===== config.mk =====
export PLATFORM = sky130hd
export DESIGN_NAME = multicycle_ctrl_flat
export DESIGN_NICKNAME = d
export VERILOG_FILES = /design/src/rtl/mctrl_pkg.sv /design/src/rtl/multicycle_ctrl_if.sv /design/src/rtl/mctrl_decode.sv /design/src/rtl/multicycle_ctrl.sv /design/src/flat_wrapper.sv
export SDC_FILE = /design/constraint.sdc
export NUM_CORES = 1
export LEC_CHECK = 0
export ABC_CLOCK_PERIOD_IN_PS = 2400
export CAP_MARGIN = 5
export CORE_ASPECT_RATIO = 0.75
export CORE_MARGIN = 1
export CORE_UTILIZATION = 46
export DETAILED_ROUTE_END_ITERATION = 16
export PLACE_DENSITY = 0.85
export SLEW_MARGIN = 10
export SYNTH_ARGS = -nofsm -noshare
export SYNTH_HDL_FRONTEND = slang
export SYNTH_SLANG_ARGS = --single-unit

===== constraint.sdc =====
create_clock -name clk -period 2.4 [get_ports clk]
set_input_delay 0.48 -clock clk [delete_from_list [all_inputs] [get_ports clk]]
set_output_delay 0.48 -clock clk [all_outputs]
set_load 0.02 [all_outputs]

===== src/rtl/mctrl_pkg.sv =====
// Shared types and constants for the multi-cycle MIPS control unit:
// state encoding, opcode/funct values, ALU codes, instruction classes.
package mctrl_pkg;

   typedef enum logic [3:0] {
      S_RST,
      S_IF,
      S_ID,
      S_EX_R,
      S_EX_I,
      S_EX_ADR,
      S_EX_BR,
      S_EX_J,
      S_MEM_RD,
      S_MEM_WR,
      S_WB_R,
      S_WB_I,
      S_WB_MEM,
      S_HALT
   } state_e;

   typedef enum logic [2:0] {
      CL_BAD,
      CL_R,
      CL_I,
      CL_LW,
      CL_SW,
      CL_BR,
      CL_J
   } iclass_e;

   localparam logic [5:0] OP_RTYPE = 6'h00;
   localparam logic [5:0] OP_J     = 6'h02;
   localparam logic [5:0] OP_BEQ   = 6'h04;
   localparam logic [5:0] OP_ADDI  = 6'h08;
   localparam logic [5:0] OP_ADDIU = 6'h09;
   localparam logic [5:0] OP_ANDI  = 6'h0C;
   localparam logic [5:0] OP_ORI   = 6'h0D;
   localparam logic [5:0] OP_LUI   = 6'h0F;
   localparam logic [5:0] OP_LW    = 6'h23;
   localparam logic [5:0] OP_SW    = 6'h2B;

   localparam logic [5:0] F_ADD  = 6'h20;
   localparam logic [5:0] F_ADDU = 6'h21;
   localparam logic [5:0] F_SUBU = 6'h23;
   localparam logic [5:0] F_AND  = 6'h24;
   localparam logic [5:0] F_OR   = 6'h25;
   localparam logic [5:0] F_SLT  = 6'h2A;

   localparam logic [2:0] ALU_ADD  = 3'd0;
   localparam logic [2:0] ALU_ADDU = 3'd1;
   localparam logic [2:0] ALU_SUBU = 3'd2;
   localparam logic [2:0] ALU_AND  = 3'd3;
   localparam logic [2:0] ALU_OR   = 3'd4;
   localparam logic [2:0] ALU_SLT  = 3'd5;
   localparam logic [2:0] ALU_LUI  = 3'd6;

   function automatic logic is_mem_state(state_e s);
      return (s == S_IF) || (s == S_MEM_RD) || (s == S_MEM_WR);
   endfunction

endpackage


===== src/rtl/multicycle_ctrl_if.sv =====
// Memory port handshake between the control FSM (master)
// and the shared instruction/data memory (slave).
interface multicycle_ctrl_if;

   logic mem_req;
   logic mem_ready;
   logic i_or_d;
   logic mem_write;

   modport master (
      output mem_req,
      output i_or_d,
      output mem_write,
      input  mem_ready
   );

   modport slave (
      input  mem_req,
      input  i_or_d,
      input  mem_write,
      output mem_ready
   );

endinterface


===== src/rtl/mctrl_decode.sv =====
// Combinational decode of op/funct into instruction class,
// ALU operation and immediate extension mode.
module mctrl_decode
   import mctrl_pkg::*;
#(
   parameter int ALUOP_W = 5
) (
   input  logic [5:0]         op,
   input  logic [5:0]         funct,
   output iclass_e            cls,
   output logic [ALUOP_W-1:0] aluop,
   output logic               if_extend,
   output logic               valid
);

   logic [2:0] alu;

   always_comb begin
      cls       = CL_BAD;
      alu       = ALU_ADD;
      if_extend = 1'b1;
      unique case (op)
         OP_RTYPE: begin
            unique case (funct)
               F_ADD:   begin cls = CL_R; alu = ALU_ADD;  end
               F_ADDU:  begin cls = CL_R; alu = ALU_ADDU; end
               F_SUBU:  begin cls = CL_R; alu = ALU_SUBU; end
               F_AND:   begin cls = CL_R; alu = ALU_AND;  end
               F_OR:    begin cls = CL_R; alu = ALU_OR;   end
               F_SLT:   begin cls = CL_R; alu = ALU_SLT;  end
               default: cls = CL_BAD;
            endcase
         end
         OP_ADDI:  begin cls = CL_I; alu = ALU_ADD;  end
         OP_ADDIU: begin cls = CL_I; alu = ALU_ADDU; end
         OP_ANDI: begin
            cls       = CL_I;
            alu       = ALU_AND;
            if_extend = 1'b0;
         end
         OP_ORI: begin
            cls       = CL_I;
            alu       = ALU_OR;
            if_extend = 1'b0;
         end
         OP_LUI:   begin cls = CL_I;  alu = ALU_LUI;  end
         OP_LW:    begin cls = CL_LW; alu = ALU_ADD;  end
         OP_SW:    begin cls = CL_SW; alu = ALU_ADD;  end
         OP_BEQ:   begin cls = CL_BR; alu = ALU_SUBU; end
         OP_J:     cls = CL_J;
         default:  cls = CL_BAD;
      endcase
   end

   assign aluop = ALUOP_W'(alu);
   assign valid = (cls != CL_BAD);

endmodule


===== src/rtl/multicycle_ctrl.sv =====
// Multi-cycle MIPS control FSM with memory wait-timeout watchdog.
// Define MCTRL_ILLEGAL_TRAP_EN to halt on undecodable instructions.
module multicycle_ctrl
   import mctrl_pkg::*;
#(
   parameter int ALUOP_W      = 5,
   parameter int MEM_WAIT_MAX = 15
) (
   input  logic               clk,
   input  logic               rst_n,
   input  logic [5:0]         op,
   input  logic [5:0]         funct,
   input  logic               zero,
   multicycle_ctrl_if.master  bus,
   output logic               ir_write,
   output logic               pc_write,
   output logic               pc_wr_cond,
   output logic [1:0]         pc_source,
   output logic               alu_src_a,
   output logic [1:0]         alu_src_b,
   output logic               if_extend,
   output logic [ALUOP_W-1:0] aluop,
   output logic               reg_write,
   output logic               reg_dst,
   output logic               memtoreg,
   output logic               bus_err,
   output logic               illegal,
   output logic [3:0]         state_o
);

   localparam int CW = $clog2(MEM_WAIT_MAX + 1);
   localparam logic [CW-1:0] LIMIT = CW'(MEM_WAIT_MAX - 1);

   state_e             state_q, state_d;
   logic [CW-1:0]      cnt_q, cnt_d;
   logic               bus_err_q, bus_err_d;
   logic               mem_req, i_or_d, mem_write;
   logic               rdy;
   iclass_e            dec_cls;
   logic [ALUOP_W-1:0] dec_aluop;
   logic               dec_ext;
   logic               dec_valid;
   logic               unused_zero;

   // Branch resolution happens in the datapath via pc_wr_cond & zero.
   assign unused_zero = zero;
   assign rdy         = bus.mem_ready;

   mctrl_decode #(.ALUOP_W(ALUOP_W)) u_dec (
      .op        (op),
      .funct     (funct),
      .cls       (dec_cls),
      .aluop     (dec_aluop),
      .if_extend (dec_ext),
      .valid     (dec_valid)
   );

`ifdef MCTRL_ILLEGAL_TRAP_EN
   logic illegal_q, illegal_d;
`endif

   always_comb begin
      state_d    = state_q;
      cnt_d      = cnt_q;
      bus_err_d  = bus_err_q;
`ifdef MCTRL_ILLEGAL_TRAP_EN
      illegal_d  = illegal_q;
`endif
      mem_req    = 1'b0;
      i_or_d     = 1'b0;
      mem_write  = 1'b0;
      ir_write   = 1'b0;
      pc_write   = 1'b0;
      pc_wr_cond = 1'b0;
      pc_source  = 2'd0;
      alu_src_a  = 1'b0;
      alu_src_b  = 2'd0;
      if_extend  = 1'b0;
      aluop      = '0;
      reg_write  = 1'b0;
      reg_dst    = 1'b0;
      memtoreg   = 1'b0;
      unique case (state_q)
         S_RST: state_d = S_IF;
         S_IF: begin
            mem_req   = 1'b1;
            alu_src_b = 2'd1;
            aluop     = ALUOP_W'(ALU_ADDU);
            if (rdy) begin
               ir_write = 1'b1;
               pc_write = 1'b1;
               state_d  = S_ID;
            end
         end
         S_ID: begin
            alu_src_b = 2'd3;
            if_extend = 1'b1;
            aluop     = ALUOP_W'(ALU_ADDU);
            if (!dec_valid) begin
`ifdef MCTRL_ILLEGAL_TRAP_EN
               state_d   = S_HALT;
               illegal_d = 1'b1;
`else
               state_d   = S_IF;
`endif
            end else begin
               unique case (dec_cls)
                  CL_R:         state_d = S_EX_R;
                  CL_I:         state_d = S_EX_I;
                  CL_LW, CL_SW: state_d = S_EX_ADR;
                  CL_BR:        state_d = S_EX_BR;
                  CL_J:         state_d = S_EX_J;
                  default:      state_d = S_IF;
               endcase
            end
         end
         S_EX_R: begin
            alu_src_a = 1'b1;
            aluop     = dec_aluop;
            state_d   = S_WB_R;
         end
         S_EX_I: begin
            alu_src_a = 1'b1;
            alu_src_b = 2'd2;
            if_extend = dec_ext;
            aluop     = dec_aluop;
            state_d   = S_WB_I;
         end
         S_EX_ADR: begin
            alu_src_a = 1'b1;
            alu_src_b = 2'd2;
            if_extend = 1'b1;
            aluop     = ALUOP_W'(ALU_ADD);
            state_d   = (dec_cls == CL_SW) ? S_MEM_WR : S_MEM_RD;
         end
         S_EX_BR: begin
            alu_src_a  = 1'b1;
            aluop      = ALUOP_W'(ALU_SUBU);
            pc_wr_cond = 1'b1;
            pc_source  = 2'd1;
            state_d    = S_IF;
         end
         S_EX_J: begin
            pc_write  = 1'b1;
            pc_source = 2'd2;
            state_d   = S_IF;
         end
         S_MEM_RD: begin
            mem_req = 1'b1;
            i_or_d  = 1'b1;
            if (rdy) state_d = S_WB_MEM;
         end
         S_MEM_WR: begin
            mem_req   = 1'b1;
            mem_write = 1'b1;
            i_or_d    = 1'b1;
            if (rdy) state_d = S_IF;
         end
         S_WB_R: begin
            reg_write = 1'b1;
            state_d   = S_IF;
         end
         S_WB_I: begin
            reg_write = 1'b1;
            reg_dst   = 1'b1;
            state_d   = S_IF;
         end
         S_WB_MEM: begin
            reg_write = 1'b1;
            reg_dst   = 1'b1;
            memtoreg  = 1'b1;
            state_d   = S_IF;
         end
         S_HALT: state_d = S_HALT;
         default: state_d = S_RST;
      endcase
      // A ready on the limit cycle takes the normal path above.
      if (is_mem_state(state_q) && !rdy) begin
         if (cnt_q == LIMIT) begin
            state_d   = S_HALT;
            bus_err_d = 1'b1;
            cnt_d     = '0;
         end else begin
            cnt_d = cnt_q + 1'b1;
         end
      end else begin
         cnt_d = '0;
      end
   end

   always_ff @(posedge clk or negedge rst_n) begin
      if (!rst_n) begin
         state_q   <= S_RST;
         cnt_q     <= '0;
         bus_err_q <= 1'b0;
      end else begin
         state_q   <= state_d;
         cnt_q     <= cnt_d;
         bus_err_q <= bus_err_d;
      end
   end

`ifdef MCTRL_ILLEGAL_TRAP_EN
   always_ff @(posedge clk or negedge rst_n) begin
      if (!rst_n) illegal_q <= 1'b0;
      else        illegal_q <= illegal_d;
   end
   assign illegal = illegal_q;
`else
   assign illegal = 1'b0;
`endif

   assign bus.mem_req   = mem_req;
   assign bus.i_or_d    = i_or_d;
   assign bus.mem_write = mem_write;
   assign bus_err       = bus_err_q;
   assign state_o       = state_q;

endmodule

===== src/flat_wrapper.sv =====
// flat-port wrapper written by rule: the top's interface ports become plain ports
module multicycle_ctrl_flat import mctrl_pkg::*;
#(
   parameter int ALUOP_W      = 5,
   parameter int MEM_WAIT_MAX = 15
)
  (clk, rst_n, op, funct, zero, ir_write, pc_write, pc_wr_cond, pc_source, alu_src_a, alu_src_b, if_extend, aluop, reg_write, reg_dst, memtoreg, bus_err, illegal, state_o, bus_mem_req, bus_i_or_d, bus_mem_write, bus_mem_ready);
  multicycle_ctrl_if bus_i ();
  input  logic clk;
  input  logic rst_n;
  input  logic [5:0] op;
  input  logic [5:0] funct;
  input  logic zero;
  output logic ir_write;
  output logic pc_write;
  output logic pc_wr_cond;
  output logic [1:0] pc_source;
  output logic alu_src_a;
  output logic [1:0] alu_src_b;
  output logic if_extend;
  output logic [ALUOP_W-1:0] aluop;
  output logic reg_write;
  output logic reg_dst;
  output logic memtoreg;
  output logic bus_err;
  output logic illegal;
  output logic [3:0] state_o;
  output wire logic [$bits(bus_i.mem_req)-1:0] bus_mem_req;
  output wire logic [$bits(bus_i.i_or_d)-1:0] bus_i_or_d;
  output wire logic [$bits(bus_i.mem_write)-1:0] bus_mem_write;
  input wire logic [$bits(bus_i.mem_ready)-1:0] bus_mem_ready;
  assign bus_mem_req = bus_i.mem_req;
  assign bus_i_or_d = bus_i.i_or_d;
  assign bus_mem_write = bus_i.mem_write;
  assign bus_i.mem_ready = bus_mem_ready;
  multicycle_ctrl #(.ALUOP_W(ALUOP_W), .MEM_WAIT_MAX(MEM_WAIT_MAX)) u_core (.clk(clk), .rst_n(rst_n), .op(op), .funct(funct), .zero(zero), .bus(bus_i), .ir_write(ir_write), .pc_write(pc_write), .pc_wr_cond(pc_wr_cond), .pc_source(pc_source), .alu_src_a(alu_src_a), .alu_src_b(alu_src_b), .if_extend(if_extend), .aluop(aluop), .reg_write(reg_write), .reg_dst(reg_dst), .memtoreg(memtoreg), .bus_err(bus_err), .illegal(illegal), .state_o(state_o));
endmodule

==> results of run 1 <==
logic make-up after synthesis:
kind of cell               after synthesis  synth area share, %
AOI/OAI and AO/OA                       39                27.66
xor gates and xnor gates                 3                2.593
buffers and inverters                   20                10.37
adders and majority gates                2                2.469
other                                    1               0.3700
DFF                                      9                22.22
and+or+nand+nor                         65                34.32
cell type report:
| cell class | instances | area (um2) | area share, % |
|---|---|---|---|
| multi-input combinational | 112 | 723.2 | 44.26 |
| timing repair buffer | 67 | 605.6 | 37.06 |
| sequential | 9 | 226.5 | 13.86 |
| tap | 24 | 30.03 | 1.838 |
| clock buffer | 4 | 26.28 | 1.608 |
| inverter | 6 | 22.52 | 1.378 |
stage by stage:
step	area [um2]	total power, mW	worst slack [ns]	setup TNS, ns
floorplan	1021	0.8968	0.2493	0
global placement	1556	1.391	-0.5045	-1.736
detailed placement	1556	1.430	-0.5513	-1.886
CTS	1588	1.535	-0.05991	-0.05991
global route	1634	1.644	-0.04520	-0.04520
finish	1634	1.548	-0.01990	-0.01990
sequential cells by signal, indices dropped and copies added (netlist names):
| name | cells |
|---|---|
| u_core.cnt_q | 4 |
| u_core.bus_err | 1 |
| u_core.state_o | 4 |
path summary, 6_finish.rpt:
kind / start / end / slack (ns) / cells after the start
worst max register to register: u_core.state_o[2] / u_core.state_o[0] / 0.84 / 4
worst max-delay path: funct[5] / aluop[0] / -0.02 / 6
max in group asynchronous: rst_n / u_core.state_o[2] / 1.58 / 1
min in group asynchronous: rst_n / u_core.cnt_q[3] / 0.50 / 1
worst min-delay path: u_core.bus_err / u_core.bus_err / 0.48 / 1
worst min register to register: u_core.bus_err / u_core.bus_err / 0.48 / 1
routing by layer:
| metal | track usage [%] | vias to the layer above | part of all wire, % |
|---|---|---|---|
| met5 | 0 | - | 0 |
| met3 | 7.622 | 9 | 9.0 |
| li1 | - | 627 | - |
| met1 | 37.85 | 614 | 43 |
| met2 | 49.76 | 81 | 47 |
| met4 | 6.829 | 0 | 1.6 |
synthesized netlist by cell type, types with 3 or more instances:
cell type,number
sky130_fd_sc_hd__a21oi_1,7
sky130_fd_sc_hd__nor4b_1,3
sky130_fd_sc_hd__buf_2,6
sky130_fd_sc_hd__o21ai_0,4
sky130_fd_sc_hd__o22ai_1,5
sky130_fd_sc_hd__nor2_1,18
sky130_fd_sc_hd__nand2_1,9
sky130_fd_sc_hd__nand2b_1,8
sky130_fd_sc_hd__clkbuf_1,3
sky130_fd_sc_hd__nor3_1,7
sky130_fd_sc_hd__buf_4,4
sky130_fd_sc_hd__nor4_1,3
sky130_fd_sc_hd__inv_1,5
sky130_fd_sc_hd__dfrtp_1,9
sky130_fd_sc_hd__nand3_1,5
repair_timing:
action	4_1_cts	5_1_grt
setup endpoints to repair	7	13
pin swaps	1	2
buffers inserted	1	0
resized for setup	23	18
worst reg2reg max path, cell delays in order (launching register included):
cell                        delay (ns)
sky130_fd_sc_hd__dfrtp_2          0.46
sky130_fd_sc_hd__or2_1            0.28
sky130_fd_sc_hd__buf_4            0.16
sky130_fd_sc_hd__a2111oi_0        0.41
sky130_fd_sc_hd__o21ai_1          0.12
where the power goes:
part / switching (mW) / internal (mW)
Sequential: 0.0691 / 0.199
Clock: 0.0601 / 0.0645
Combinational: 0.625 / 0.530
Total: 0.754 / 0.793
==> metrics.log, run 1 <==
INFO  metric final.period_utilization = 100.8%
INFO  metric core_area = 2049 um2
INFO  metric drc = 0
INFO  metric max_stage_delay = 0.48 ns
INFO  metric path_cells = clkdlybuf4s50_1 > nand2b_1 > o31a_1 > a2111o_1 > o21bai_2 > buf_6
INFO  metric avgViaCountPerCell = 5.995
INFO  metric synth_area_leader_cell = sky130_fd_sc_hd__dfrtp_1
INFO  metric detail-route-antenna-nets = 0
INFO  metric ys_ff_latch = 9
INFO  metric tritoncts = built
INFO  metric fin_hold_ws = 0.4778 ns
INFO  metric first_global_vias = 1229
INFO  metric grt_start_max_net_pins = 12
INFO  metric final_core_utilization = 79.73%
INFO  metric detailroute.via_count = 1331
INFO  metric path_max_fanout = 2
INFO  metric critPathSlowestCell = sky130_fd_sc_hd__clkdlybuf4s50_1
INFO  metric fmax = 413.2 MHz
INFO  metric layout.cells.most_common = sky130_fd_sc_hd__buf_4
INFO  metric synth_largest_type_area_fraction = 22.22%
INFO  metric power-per-cell-area = 947.1 nW/um2
INFO  metric period_needed = 2.420 ns
INFO  metric place.gp.congestion = 0.9203
INFO  metric grt-ovfl-total = 0
INFO  metric max-clock-path-buffers = 2
INFO  metric setup.worst_path.end_class = output port
INFO  metric required = 1.92 ns
INFO  metric top_family_by_delay_on_critical_path = compound AO/OA/AOI/OAI gates
INFO  metric worstSetupPathType = in2out
INFO  metric cts.reportedPaths.clkPinSlew = 0.06 ns
INFO  metric crit_arrival = 1.94 ns
INFO  metric filler_cell_count = 136
INFO  metric dp_cell_count = 217
INFO  metric drt-pass1-iter-count = 5
INFO  metric worstSkewPairLatency = 0.28 ns
INFO  metric max-cap-violations = 0
INFO  metric cts_made_buffers = 3
INFO  metric floorplan.die_area = 2397 um2
INFO  metric post_synth_inst_count = 139
INFO  metric clock_skew = 0.002920 ns
INFO  metric post_route_cells_drive_above_1_share = 22.73%
INFO  metric top_cells_by_area_in_the_synthesized_netlist = sky130_fd_sc_hd__dfrtp_1, sky130_fd_sc_hd__nor2_1, sky130_fd_sc_hd__nand2b_1
INFO  metric syn_to_final_growth = 61.23%
INFO  metric synth-main-ff-cell = sky130_fd_sc_hd__dfrtp_1
INFO  metric clock_tree.root_cell = sky130_fd_sc_hd__clkbuf_4
INFO  metric wl_per_cell = 15.59 um
INFO  metric place_hpwl = 2686 um
INFO  metric synth_edf_count = 0
INFO  metric nets = 217
INFO  metric final_cell_count_no_fill = 222
INFO  metric grt_antenna_before_repair = 0
INFO  metric mappedNetlistArea = 1013 um2
INFO  metric htreeDepth = 1
INFO  metric sink_count = 9
INFO  metric critical_path.n_buffers_inverters = 2
INFO  metric timing_max_transition_violations_final = 0
INFO  metric initial_core_util = 49.45%
INFO  metric design.portCount = 42
INFO  metric die_h = 42.65 um
INFO  metric avgSynthCellArea = 7.291 um2
INFO  metric synth-async-reset-ratio = 100.0%
INFO  metric die_width = 56.20 um
INFO  metric leading_cell_types_in_the_layout_fill_and_taps_excluded = sky130_fd_sc_hd__buf_4, sky130_fd_sc_hd__nor2_1, sky130_fd_sc_hd__clkdlybuf4s50_1
INFO  metric sequential_fraction_of_the_synthesis_area = 22.22%
INFO  metric initialDrtViolationCount = 83
INFO  metric grt_setup_unrepaired = true
INFO  metric cts_hold_buffers = 0
INFO  metric yosysUniqueCellTypes = 49
INFO  metric violations_in_the_final_reports = setup timing
INFO  metric wl = 3462 um
INFO  metric p_leak = 0.8739 nW
INFO  metric insertedDiodeCount = 0
INFO  metric port_buffers = 37
INFO  metric timing.final.hold_violations = 0
INFO  metric min-delay-path-class = reg2reg
INFO  metric grt.total_usage = 29.42%
INFO  metric finalWorstSetupSlack = -0.01990 ns
INFO  metric floorplan.rows = 14
INFO  metric peakVddDrop = 1.168 mV
INFO  metric final-setup-viol-count = 1
INFO  metric yosys_warnings = 0
INFO  metric startpoint_type = primary input
INFO  metric outcome = finished with violations
INFO  metric grt_first_pass_wirelength = 5457 um
(Power assumes the default switching activity.)
==> inputs of run 2 (changes only) <==
--- a/config.mk
+++ b/config.mk
@@ -10,9 +10,9 @@
 export CORE_ASPECT_RATIO = 0.75
 export CORE_MARGIN = 1
 export CORE_UTILIZATION = 46
+export CTS_CLUSTER_SIZE = 20
 export DETAILED_ROUTE_END_ITERATION = 16
 export PLACE_DENSITY = 0.85
-export SLEW_MARGIN = 10
 export SYNTH_ARGS = -nofsm -noshare
 export SYNTH_HDL_FRONTEND = slang
 export SYNTH_SLANG_ARGS = --single-unit
==> results of run 2 <==
Final layout, timing and power as in run 1 (identical DEF).
